<file path="src/rtl/trigger_pkg.sv">
// Shared constants and state encoding for the trigger sequencer.
package trigger_pkg;

  localparam int unsigned TRIG_CNT_WIDTH    = 32;
  localparam int unsigned TRIG_BURST_WIDTH  = 16;
  localparam int unsigned TRIG_MAX_CHANNELS = 16;

  typedef enum logic {
    ST_IDLE = 1'b0,
    ST_RUN  = 1'b1
  } trig_state_e;

endpackage

</file>
<file path="src/rtl/trigger_sync_edge.sv">
// Two-flop synchronizer with a rising-edge pulse output.
// Only compiled when TRIGGER_SEQ_SYNC_EN is defined.
`ifdef TRIGGER_SEQ_SYNC_EN
module trigger_sync_edge (
  input  logic clk,
  input  logic resetn,
  input  logic async_in,
  output logic rise_c
);

  logic meta_q;
  logic sync_q;
  logic sync_d1_q;

  // Synchronizer chain plus one delay stage for edge detection
  always_ff @(posedge clk or negedge resetn) begin
    if (!resetn) begin
      meta_q    <= 1'b0;
      sync_q    <= 1'b0;
      sync_d1_q <= 1'b0;
    end else begin
      meta_q    <= async_in;
      sync_q    <= meta_q;
      sync_d1_q <= sync_q;
    end
  end

  // One-cycle pulse on the synchronized rising edge
  assign rise_c = sync_q & ~sync_d1_q;

endmodule
`endif

</file>
<file path="src/rtl/trigger_sequencer.sv">
// Multi-channel phase-offset trigger generator with continuous/burst modes.
// Optional external resync input enabled by TRIGGER_SEQ_SYNC_EN.
module trigger_sequencer
  import trigger_pkg::*;
#(
  parameter int unsigned CHANNELS    = 2,
  parameter int unsigned CNT_WIDTH   = TRIG_CNT_WIDTH,
  parameter int unsigned BURST_WIDTH = TRIG_BURST_WIDTH
) (
  input  logic                          clk,
  input  logic                          resetn,
  input  logic [CNT_WIDTH-1:0]          divider,
  input  logic [CHANNELS*CNT_WIDTH-1:0] phase,
  input  logic [BURST_WIDTH-1:0]        burst_len,
  input  logic                          start,
  input  logic                          stop,
`ifdef TRIGGER_SEQ_SYNC_EN
  input  logic                          sync_in,
`endif
  output logic [CHANNELS-1:0]           trigger,
  output logic                          busy,
  output logic                          done,
  output logic [BURST_WIDTH-1:0]        period_cnt
);

  trig_state_e            state_q, state_d;
  logic [CNT_WIDTH-1:0]   cnt_q, cnt_d;
  logic [BURST_WIDTH-1:0] period_q, period_d;
  logic                   done_q, done_d;
  logic                   load_c;
  logic                   wrap_c;
  logic                   last_period_c;
  logic                   sync_rise_c;

  logic [CNT_WIDTH-1:0]   div_s;
  logic [BURST_WIDTH-1:0] burst_s;
  logic [CNT_WIDTH-1:0]   phase_s [CHANNELS];

`ifdef TRIGGER_SEQ_SYNC_EN
  trigger_sync_edge u_sync (
    .clk      (clk),
    .resetn   (resetn),
    .async_in (sync_in),
    .rise_c   (sync_rise_c)
  );
`else
  assign sync_rise_c = 1'b0;
`endif

  assign wrap_c        = (cnt_q == div_s);
  assign last_period_c = (burst_s != '0) && ((period_q + BURST_WIDTH'(1)) == burst_s);

  // State, counter and status registers
  always_ff @(posedge clk or negedge resetn) begin
    if (!resetn) begin
      state_q  <= ST_IDLE;
      cnt_q    <= '0;
      period_q <= '0;
      done_q   <= 1'b0;
    end else begin
      state_q  <= state_d;
      cnt_q    <= cnt_d;
      period_q <= period_d;
      done_q   <= done_d;
    end
  end

  // Shadow copies of the run configuration, captured on start
  always_ff @(posedge clk or negedge resetn) begin
    if (!resetn) begin
      div_s   <= '0;
      burst_s <= '0;
      for (int ch = 0; ch < CHANNELS; ch++) phase_s[ch] <= '0;
    end else if (load_c) begin
      div_s   <= divider;
      burst_s <= burst_len;
      for (int ch = 0; ch < CHANNELS; ch++) phase_s[ch] <= phase[ch*CNT_WIDTH +: CNT_WIDTH];
    end
  end

  // Next-state, counter and period bookkeeping
  always_comb begin
    state_d  = state_q;
    cnt_d    = cnt_q;
    period_d = period_q;
    done_d   = 1'b0;
    load_c   = 1'b0;
    unique case (state_q)
      ST_IDLE: begin
        if (start && !stop && (divider != '0)) begin
          state_d  = ST_RUN;
          cnt_d    = '0;
          period_d = '0;
          load_c   = 1'b1;
        end
      end
      ST_RUN: begin
        if (stop) begin
          state_d = ST_IDLE;
          cnt_d   = '0;
        end else if (sync_rise_c) begin
          // Resync restarts the period without counting it as completed
          cnt_d = '0;
        end else if (wrap_c) begin
          cnt_d = '0;
          if (period_q != '1) period_d = period_q + BURST_WIDTH'(1);
          if (last_period_c) begin
            state_d = ST_IDLE;
            done_d  = 1'b1;
          end
        end else begin
          cnt_d = cnt_q + CNT_WIDTH'(1);
        end
      end
      default: state_d = ST_IDLE;
    endcase
  end

  // Per-channel phase compare
  for (genvar ch = 0; ch < CHANNELS; ch++) begin : g_chan
    assign trigger[ch] = (state_q == ST_RUN) && (cnt_q == phase_s[ch]);
  end

  assign busy       = (state_q == ST_RUN);
  assign done       = done_q;
  assign period_cnt = period_q;

endmodule

</file>
<file path="config.mk">
export PLATFORM = sky130hd
export DESIGN_NAME = trigger_sequencer
export DESIGN_NICKNAME = d
export VERILOG_FILES = /design/src/rtl/trigger_pkg.sv /design/src/rtl/trigger_sync_edge.sv /design/src/rtl/trigger_sequencer.sv
export SDC_FILE = /design/constraint.sdc
export NUM_CORES = 1
export LEC_CHECK = 0
export BUFFER_PORTS_ARGS = -buffer_cell sky130_fd_sc_hd__buf_2
export CORE_MARGIN = 2
export CORE_UTILIZATION = 40
export CTS_CLUSTER_SIZE = 10
export DETAILED_ROUTE_END_ITERATION = 6
export MAX_ROUTING_LAYER = met4
export PLACE_DENSITY = 0.69
export SLEW_MARGIN = 20
export SYNTH_ARGS = -nofsm -noshare
export SYNTH_HDL_FRONTEND = slang
export SYNTH_SLANG_ARGS = --single-unit
</file>
<file path="constraint.sdc">
create_clock -name clk -period 3.1 [get_ports clk]
set_clock_uncertainty 0.1 [all_clocks]
set_input_delay 0.62 -clock clk [delete_from_list [all_inputs] [get_ports clk]]
set_output_delay 0.62 -clock clk [all_outputs]
set_load 0.03 [all_outputs]
</file>
==> results of run 1 <==
==> kinds of logic (layout without fill, tap and decap cells) <==
group / after synthesis / count (layout) / synth area share (%)
XOR/XNOR: 122 / 122 / 12.6
other: 0 / 1 / 0
adder cells (fa/ha/maj): 2 / 2 / 0.294
buffers and inverters: 68 / 204 / 4.20
AND/OR/NAND/NOR: 182 / 182 / 11.6
AO/OA/AOI/OAI: 110 / 110 / 7.91
flip-flops: 162 / 162 / 47.6
multiplexers: 121 / 121 / 15.9
==> Yosys cell counts (all sizes together) <==
master     n  area share (%)
nor2b      1           0.074
a211oi     1           0.088
o31ai      3            0.26
a41oi      4            0.50
inv        7            0.31
mux2     112              15
or2        4            0.29
o41ai      1            0.10
dfrtp    162              48
or4        1           0.088
and4       3            0.31
or3        2            0.15
and2       3            0.22
a21oi     17             1.0
o21a       1           0.088
nand3     27             1.6
ha         2            0.29
mux2i      9             1.1
nor2      22             1.1
a2111oi    1            0.18
xnor2     72             7.4
xor2      50             5.1
o211ai     2            0.18
a31oi     22             1.6
o21bai     1           0.088
o21ai     47             2.8
buf       47             3.3
and3      11            0.81
nor3b      2            0.18
nand4     35             2.6
a211o      2            0.21
a21o       1           0.088
o22ai      2            0.15
nand2b     3            0.22
nand2     34             1.5
clkbuf    14            0.62
nor3       6            0.35
nor4      28             2.1
a22o       2            0.21
o211a      3            0.35
==> timing repair <==
action / 4_1_cts / 5_1_grt
endpoints found under the setup margin: 2 / 1
pin swaps: 1 / 1
resized for setup: 7 / 7
gates cloned: 0 / 0
buffers inserted: 0 / 0
==> metal layers <==
layer	global-route usage, %	wire, um	vias up
met5	-	0	-
met4	6.93	470	0
met3	3.99	1340	29
met2	31.0	9820	234
met1	29.1	10400	3083
li1	-	-	3004
==> state kept, by name, indices dropped and copies added, names as in the netlist <==
name and count:
burst_s 16, period_cnt 16, done 1, phase_s 64, busy 1, div_s 32
cnt_q 32
==> critical path, delay by kind of cell (launching register included) <==
family	cells	cell delay (ns)
buf+inv	1	0.21
flops	1	0.49
xor+xnor	1	0.20
simple gates	4	0.89
==> cell type report <==
class / instances / area share (%)
inverters: 7 / 0.258
well taps: 275 / 3.38
clock buffers: 19 / 4.35
clock inverters: 13 / 1.70
flip-flops and latches: 162 / 39.9
diodes: 1 / 0.0246
multi-input cells: 537 / 40.8
repair buffers: 165 / 9.58
==> where the power goes <==
part / switching, mW / internal, mW
sequential: 0.308 / 2.45
combinational: 0.412 / 0.579
clock: 0.908 / 1.31
total: 1.63 / 4.33
==> per-stage QoR <==
stage | setup slack (ns) | instances | area, um^2
finish | 0.166 | 1179 | 10200
global route | 0.00817 | 1178 | 10200
CTS | 0.00747 | 1178 | 10100
detailed placement | 0.247 | 1146 | 9500
global placement | 0.257 | 1146 | 9500
floorplan | 0.216 | 767 | 8510
==> cells in the final DEF (no fill, tap or decap), drive strengths merged, types with 4 or more instances in the layout <==
master  count
buf       164
dfrtp     162
mux2      112
xnor2      72
xor2       50
o21ai      47
nand4      35
nand2      34
nor4       28
nand3      27
a31oi      22
nor2       22
clkbuf     20
a21oi      17
inv        13
and3       11
mux2i       9
nor3        6
or2         4
a41oi       4
clkinv      4
==> worst paths after layout <==
path | start | endpoint | slack, ns | cells after the start
setup / recovery | cnt_q[14]$_DFFE_PN0P_ | trigger[1] | 0.17 | 6
hold / removal | resetn | period_cnt[2]$_DFFE_PN0P_ | 0.06 | 1
setup reg to reg | cnt_q[1]$_DFFE_PN0P_ | cnt_q[30]$_DFFE_PN0P_ | 0.50 | 8
hold reg to reg | phase_s[43]$_DFFE_PN0P_ | phase_s[43]$_DFFE_PN0P_ | 0.43 | 1
max in group asynchronous | resetn | cnt_q[25]$_DFFE_PN0P_ | 2.11 | 2
min in group clk | phase[0] | phase_s[32]$_DFFE_PN0P_ | 0.32 | 2
==> flow_metrics.py, run 1 <==
metrics = {
    "timing": {
        "hold_violations": 0,
        "maxSlewHeadroom_pct": 57.5,
        "fin_crit_ns": 2.93,
        "worst_pin_slew_ns": 0.636,
        "rsz0062_at_grt": "no",
        "worst_hold_slack_ns": 0.0581,
        "drv_slew": 0,
        "setup_viol": 0,
        "fin_tns_setup_ns": 0,
        "fin_crit_sh_pct": 94.6,
        "clock.fmax_mhz": 341,
    },
    "outcome": {
        "status": "complete, no violations",
    },
    "finish": {
        "multi_input_area_um2": 4150,
        "seq_area_um2": 4060,
        "syn_to_final_growth_pct": 19.5,
        "n_fill_cell": 1929,
        "fin_util_pct": 48.5,
        "nNetsFinal": 1008,
        "drive_above_1_share_pct": 36.8,
    },
    "global_route": {
        "antenna_found_initial": 0,
        "grt-ovfl-total": 0,
        "grtUsageTotal_pct": 21.0,
        "grt_pass1_wl_um": 34800,
        "first_global_vias": 6305,
        "grt_max_degree": 60,
    },
    "routing": {
        "viasPerCell": 5.39,
        "wl_um": 22000,
        "detail_route.iter0.violations": 469,
        "drt-pass1-iter-count": 5,
        "via_count": 6350,
        "antenna_left": 0,
        "route.detailed.drc": 0,
        "wl_per_cell_um": 18.7,
    },
    "worst_setup_path": {
        "crit_fanout": 6,
        "arrival_ns": 2.21,
        "timing.critical_path.from_type": "register",
        "slowest_delay_ns": 0.49,
        "criticalPathCategory": "register to output port",
        "slowest_stage": "dfrtp_2",
        "endpoint_kind": "output port",
        "path_cells": "xnor2_1, nand4_1, nor4_2, nand4_1, nor4_2, buf_4",
        "required_ns": 2.38,
    },
    "yosys": {
        "synthesis.area_um2": 8510,
        "synth.distinct_cells": 48,
        "syn_avg_cell_area_um2": 11.1,
        "netlist_instances": 767,
        "synth_seq_cells": 162,
        "ys_seq_area_share_pct": 47.6,
        "synth_fp_nets": 885,
        "yosysWarnings": 0,
    },
    "floorplanning": {
        "start_util_pct": 40.6,
        "die_area_um2": 22500,
        "coreArea_um2": 21000,
        "num_rows": 53,
        "die_x_um": 150,
        "die_y_um": 150,
        "ios": 136,
    },
    "power": {
        "fin_total_pwr_mw": 5.96,
        "p_per_area_nw_per_um2": 586,
        "p_leak_nw": 4.44,
        "irDropWorstVdd_mv": 0.405,
    },
    "cts": {
        "cts_root_buffer": "clkbuf_16",
        "clkTransAtPathRegs_ns": 0.07,
        "clock_sinks": 162,
        "clk_latency_ns": 0.43,
        "tritoncts": "done",
        "h-tree-depth": 4,
        "hold_buffers": 0,
        "cts_inserted_buffers": 17,
        "clock_path_buffers": 2,
    },
    "run": {
        "maxCapViolCount": 0,
    },
    "min_path": {
        "hold_class": "input port to async pin",
    },
    "placed_design": {
        "place_hpwl_um": 16500,
        "finalWeightedCongestion": 0.882,
        "io_buffers": 135,
    },
}
(Power assumes the default switching activity.)
==> run 2: changes to the inputs <==
--- a/config.mk
+++ b/config.mk
@@ -12,6 +12,7 @@
 export DETAILED_ROUTE_END_ITERATION = 6
 export MAX_ROUTING_LAYER = met4
 export PLACE_DENSITY = 0.69
+export REMOVE_ABC_BUFFERS = 1
 export SLEW_MARGIN = 20
 export SYNTH_ARGS = -nofsm -noshare
 export SYNTH_HDL_FRONTEND = slang
==> constraint.sdc (replaced) <==
create_clock -name clk -period 2.8 [get_ports clk]
set_clock_uncertainty 0.1 [all_clocks]
set_input_delay 0.56 -clock clk [delete_from_list [all_inputs] [get_ports clk]]
set_output_delay 0.56 -clock clk [all_outputs]
set_load 0.03 [all_outputs]
==> run 2 against run 1 <==
  * The flow now finishes with violations (negative setup slack)
  * Sequential power grew 11%
  * Sequential cell count unchanged
  * Via count rose by 3.2%
  * Total power rose by 8.8%
  * Sequential share of layout area down 0.70 points
  * Global-route usage up 0.39 points
  * Clock power increased by 3%
  * Register-to-register slack got worse by 0.28 ns
  * Utilization grew 0.87 points
  * Hold slack worse by 0.021 ns
  * Worst setup slack got worse by 0.20 ns
  * Cell area rose by 1.8%
  * Critical path type unchanged
  * Critical endpoint unchanged
  * Largest power group unchanged
==> flow_metrics.py, run 2 (synthesized netlist as in run 1, its figures left out) <==
metrics = {
    "finish": {
        "fin_util_pct": 49.4,
        "top_register": "phase_s",
        "syn_to_final_growth_pct": 21.6,
        "largest_reg_flops": 64,
        "reg_top3": "phase_s (64), cnt_q (32), div_s (32)",
        "design_area_um2": 10400,
        "layout_common_cells": "dfrtp_1, buf_2, mux2_2",
        "layout_commonest_cell": "dfrtp_1",
        "n_fill_cell": 1937,
        "multi_input_area_um2": 4180,
        "nNetsFinal": 1035,
        "seq_area_um2": 4060,
        "drive_above_1_share_pct": 39.1,
        "instances_no_fill": 1207,
    },
    "placed_design": {
        "finalWeightedCongestion": 0.895,
        "placed_cells": 1165,
        "place_area_um2": 9630,
        "place_hpwl_um": 16500,
        "io_buffers": 135,
    },
    "worst_setup_path": {
        "crit_family": "simple AND/OR/NAND/NOR gates",
        "required_ns": 2.14,
        "slowest_stage": "dfrtp_1",
        "timing.critical_path.from_type": "register",
        "slowest_delay_ns": 0.40,
        "arrival_ns": 2.18,
        "crit_fanout": 2,
        "path_cells": "xnor2_1, nand4_1, nor4_2, buf_4, nand4_1, nor4_2, buf_4",
        "criticalPathCategory": "register to output port",
        "cp.buffers_inverters": 2,
        "endpoint_kind": "output port",
    },
    "floorplanning": {
        "die_y_um": 150,
        "num_rows": 53,
        "start_util_pct": 40.6,
        "die_area_um2": 22500,
        "die_x_um": 150,
        "ios": 136,
        "coreArea_um2": 21000,
    },
    "cts": {
        "hold_buffers": 0,
        "clock_path_buffers": 2,
        "cts_inserted_buffers": 17,
        "clock_sinks": 162,
        "h-tree-depth": 4,
        "cts_root_buffer": "clkbuf_16",
        "tritoncts": "done",
        "clk_latency_ns": 0.43,
        "clkTransAtPathRegs_ns": 0.07,
    },
    "outcome": {
        "violations": "negative setup slack",
        "status": "finished with violations",
    },
    "run": {
        "maxCapViolCount": 0,
    },
    "timing": {
        "clock.fmax_mhz": 353,
        "fin_crit_ns": 2.84,
        "drv_slew": 0,
        "fin_crit_sh_pct": 101,
        "setup_viol": 1,
        "worst_pin_slew_ns": 0.643,
        "maxSlewHeadroom_pct": 57.2,
        "rsz0062_at_grt": "yes",
        "setup_ws_ns": -0.0353,
        "hold_violations": 0,
    },
    "global_route": {
        "met1_usage_pct": 27.5,
        "top_usage_layer": "met2",
        "first_global_vias": 6537,
        "grt_max_degree": 64,
        "grt-ovfl-total": 0,
        "grt_pass1_wl_um": 35600,
        "grtUsageMet2_pct": 34.9,
        "antenna_found_initial": 1,
        "grtUsageTotal_pct": 21.4,
        "met3_usage_pct": 3.96,
    },
    "min_path": {
        "hold_class": "input port to async pin",
    },
    "routing": {
        "wl_per_cell_um": 18.7,
        "wl_um": 22600,
        "drt-pass1-iter-count": 6,
        "via_count": 6552,
        "detail_route.iter0.violations": 498,
        "route.detailed.drc": 0,
        "antenna_left": 0,
        "viasPerCell": 5.43,
    },
    "power": {
        "irDropWorstVdd_mv": 0.356,
        "p_leak_nw": 4.56,
        "p_per_area_nw_per_um2": 626,
    },
}
==> run 2: cell count changes in the layout (fill, tap and decap cells not counted), sizes merged <==
cell,change
diode,+1
bufinv,-2
inv,-1
clkinvlp,+4
clkbuf,-1
clkinv,-1
buf,+28
==> run 2: report_power, final <==
part | total [mW] | internal, mW | switching (mW)
registers | 3.04 | 2.71 | 0.331
logic | 1.16 | 0.668 | 0.492
clock network | 2.29 | 1.26 | 1.02
total | 6.49 | 4.64 | 1.85
==> run 2: path summary, 6_finish.rpt <==
check                                       from                        end  slack, ns  depth (start not counted)
setup reg to reg            cnt_q[2]$_DFFE_PN0P_  period_cnt[6]$_DFFE_PN0P_       0.22                          8
hold reg to reg            div_s[11]$_DFFE_PN0P_      div_s[11]$_DFFE_PN0P_       0.43                          1
max in group asynchronous                 resetn     burst_s[5]$_DFFE_PN0P_       1.82                          2
hold / removal                            resetn     burst_s[9]$_DFFE_PN0P_       0.04                          1
setup / recovery            cnt_q[6]$_DFFE_PN0P_                 trigger[1]      -0.04                          7
min in group clk                       phase[62]    phase_s[30]$_DFFE_PN0P_       0.26                          2
==> run 2: layer usage <==
layer	share of wire, %	vias up
met5	0	-
met4	1.3	0
met3	6.2	26
met2	50	250
met1	42	3226
li1	-	3050
==> run 2: final cells by class <==
type | count | area share [%]
clock inverter | 13 | 1.21
timing repair buffer | 192 | 11.3
sequential | 162 | 39.2
clock buffer | 19 | 4.28
tap | 275 | 3.32
multi-input combinational | 537 | 40.4
antenna | 2 | 0.0483
inverter | 7 | 0.254
==> run 2: stage by stage <==
stage / setup slack (ns) / setup TNS (ns) / total power [mW] / hold slack, ns
final: -0.0353 / -0.0353 / 6.49 / 0.0373
after CTS: -0.201 / -0.233 / 6.51 / 0.0465
after floorplan: -1.39 / -156.69 / 3.78 / 0.164
after detailed placement: 0.0542 / 0 / 4.21 / 0.414
after global placement: 0.0756 / 0 / 4.18 / 0.409
after global routing: -0.163 / -0.262 / 6.78 / 0.0676
==> run 2: what timing repair did <==
| item | in CTS | in global routing |
|---|---|---|
| pin swaps | 6 | 4 |
| setup buffers | 4 | 4 |
| resized for setup | 8 | 11 |
| setup endpoints to repair | 2 | 2 |
| endpoints found under the hold margin | 0 | 0 |
==> run 2: worst register-to-register path, cell delays in order, from the launching register on <==
cell     delay, ns
dfrtp_1       0.40
buf_4         0.17
xor2_1        0.18
nor4_1        0.33
nand4_1       0.25
nor2_4        0.35
nand2_2       0.18
o211a_1       0.24
a211o_1       0.26
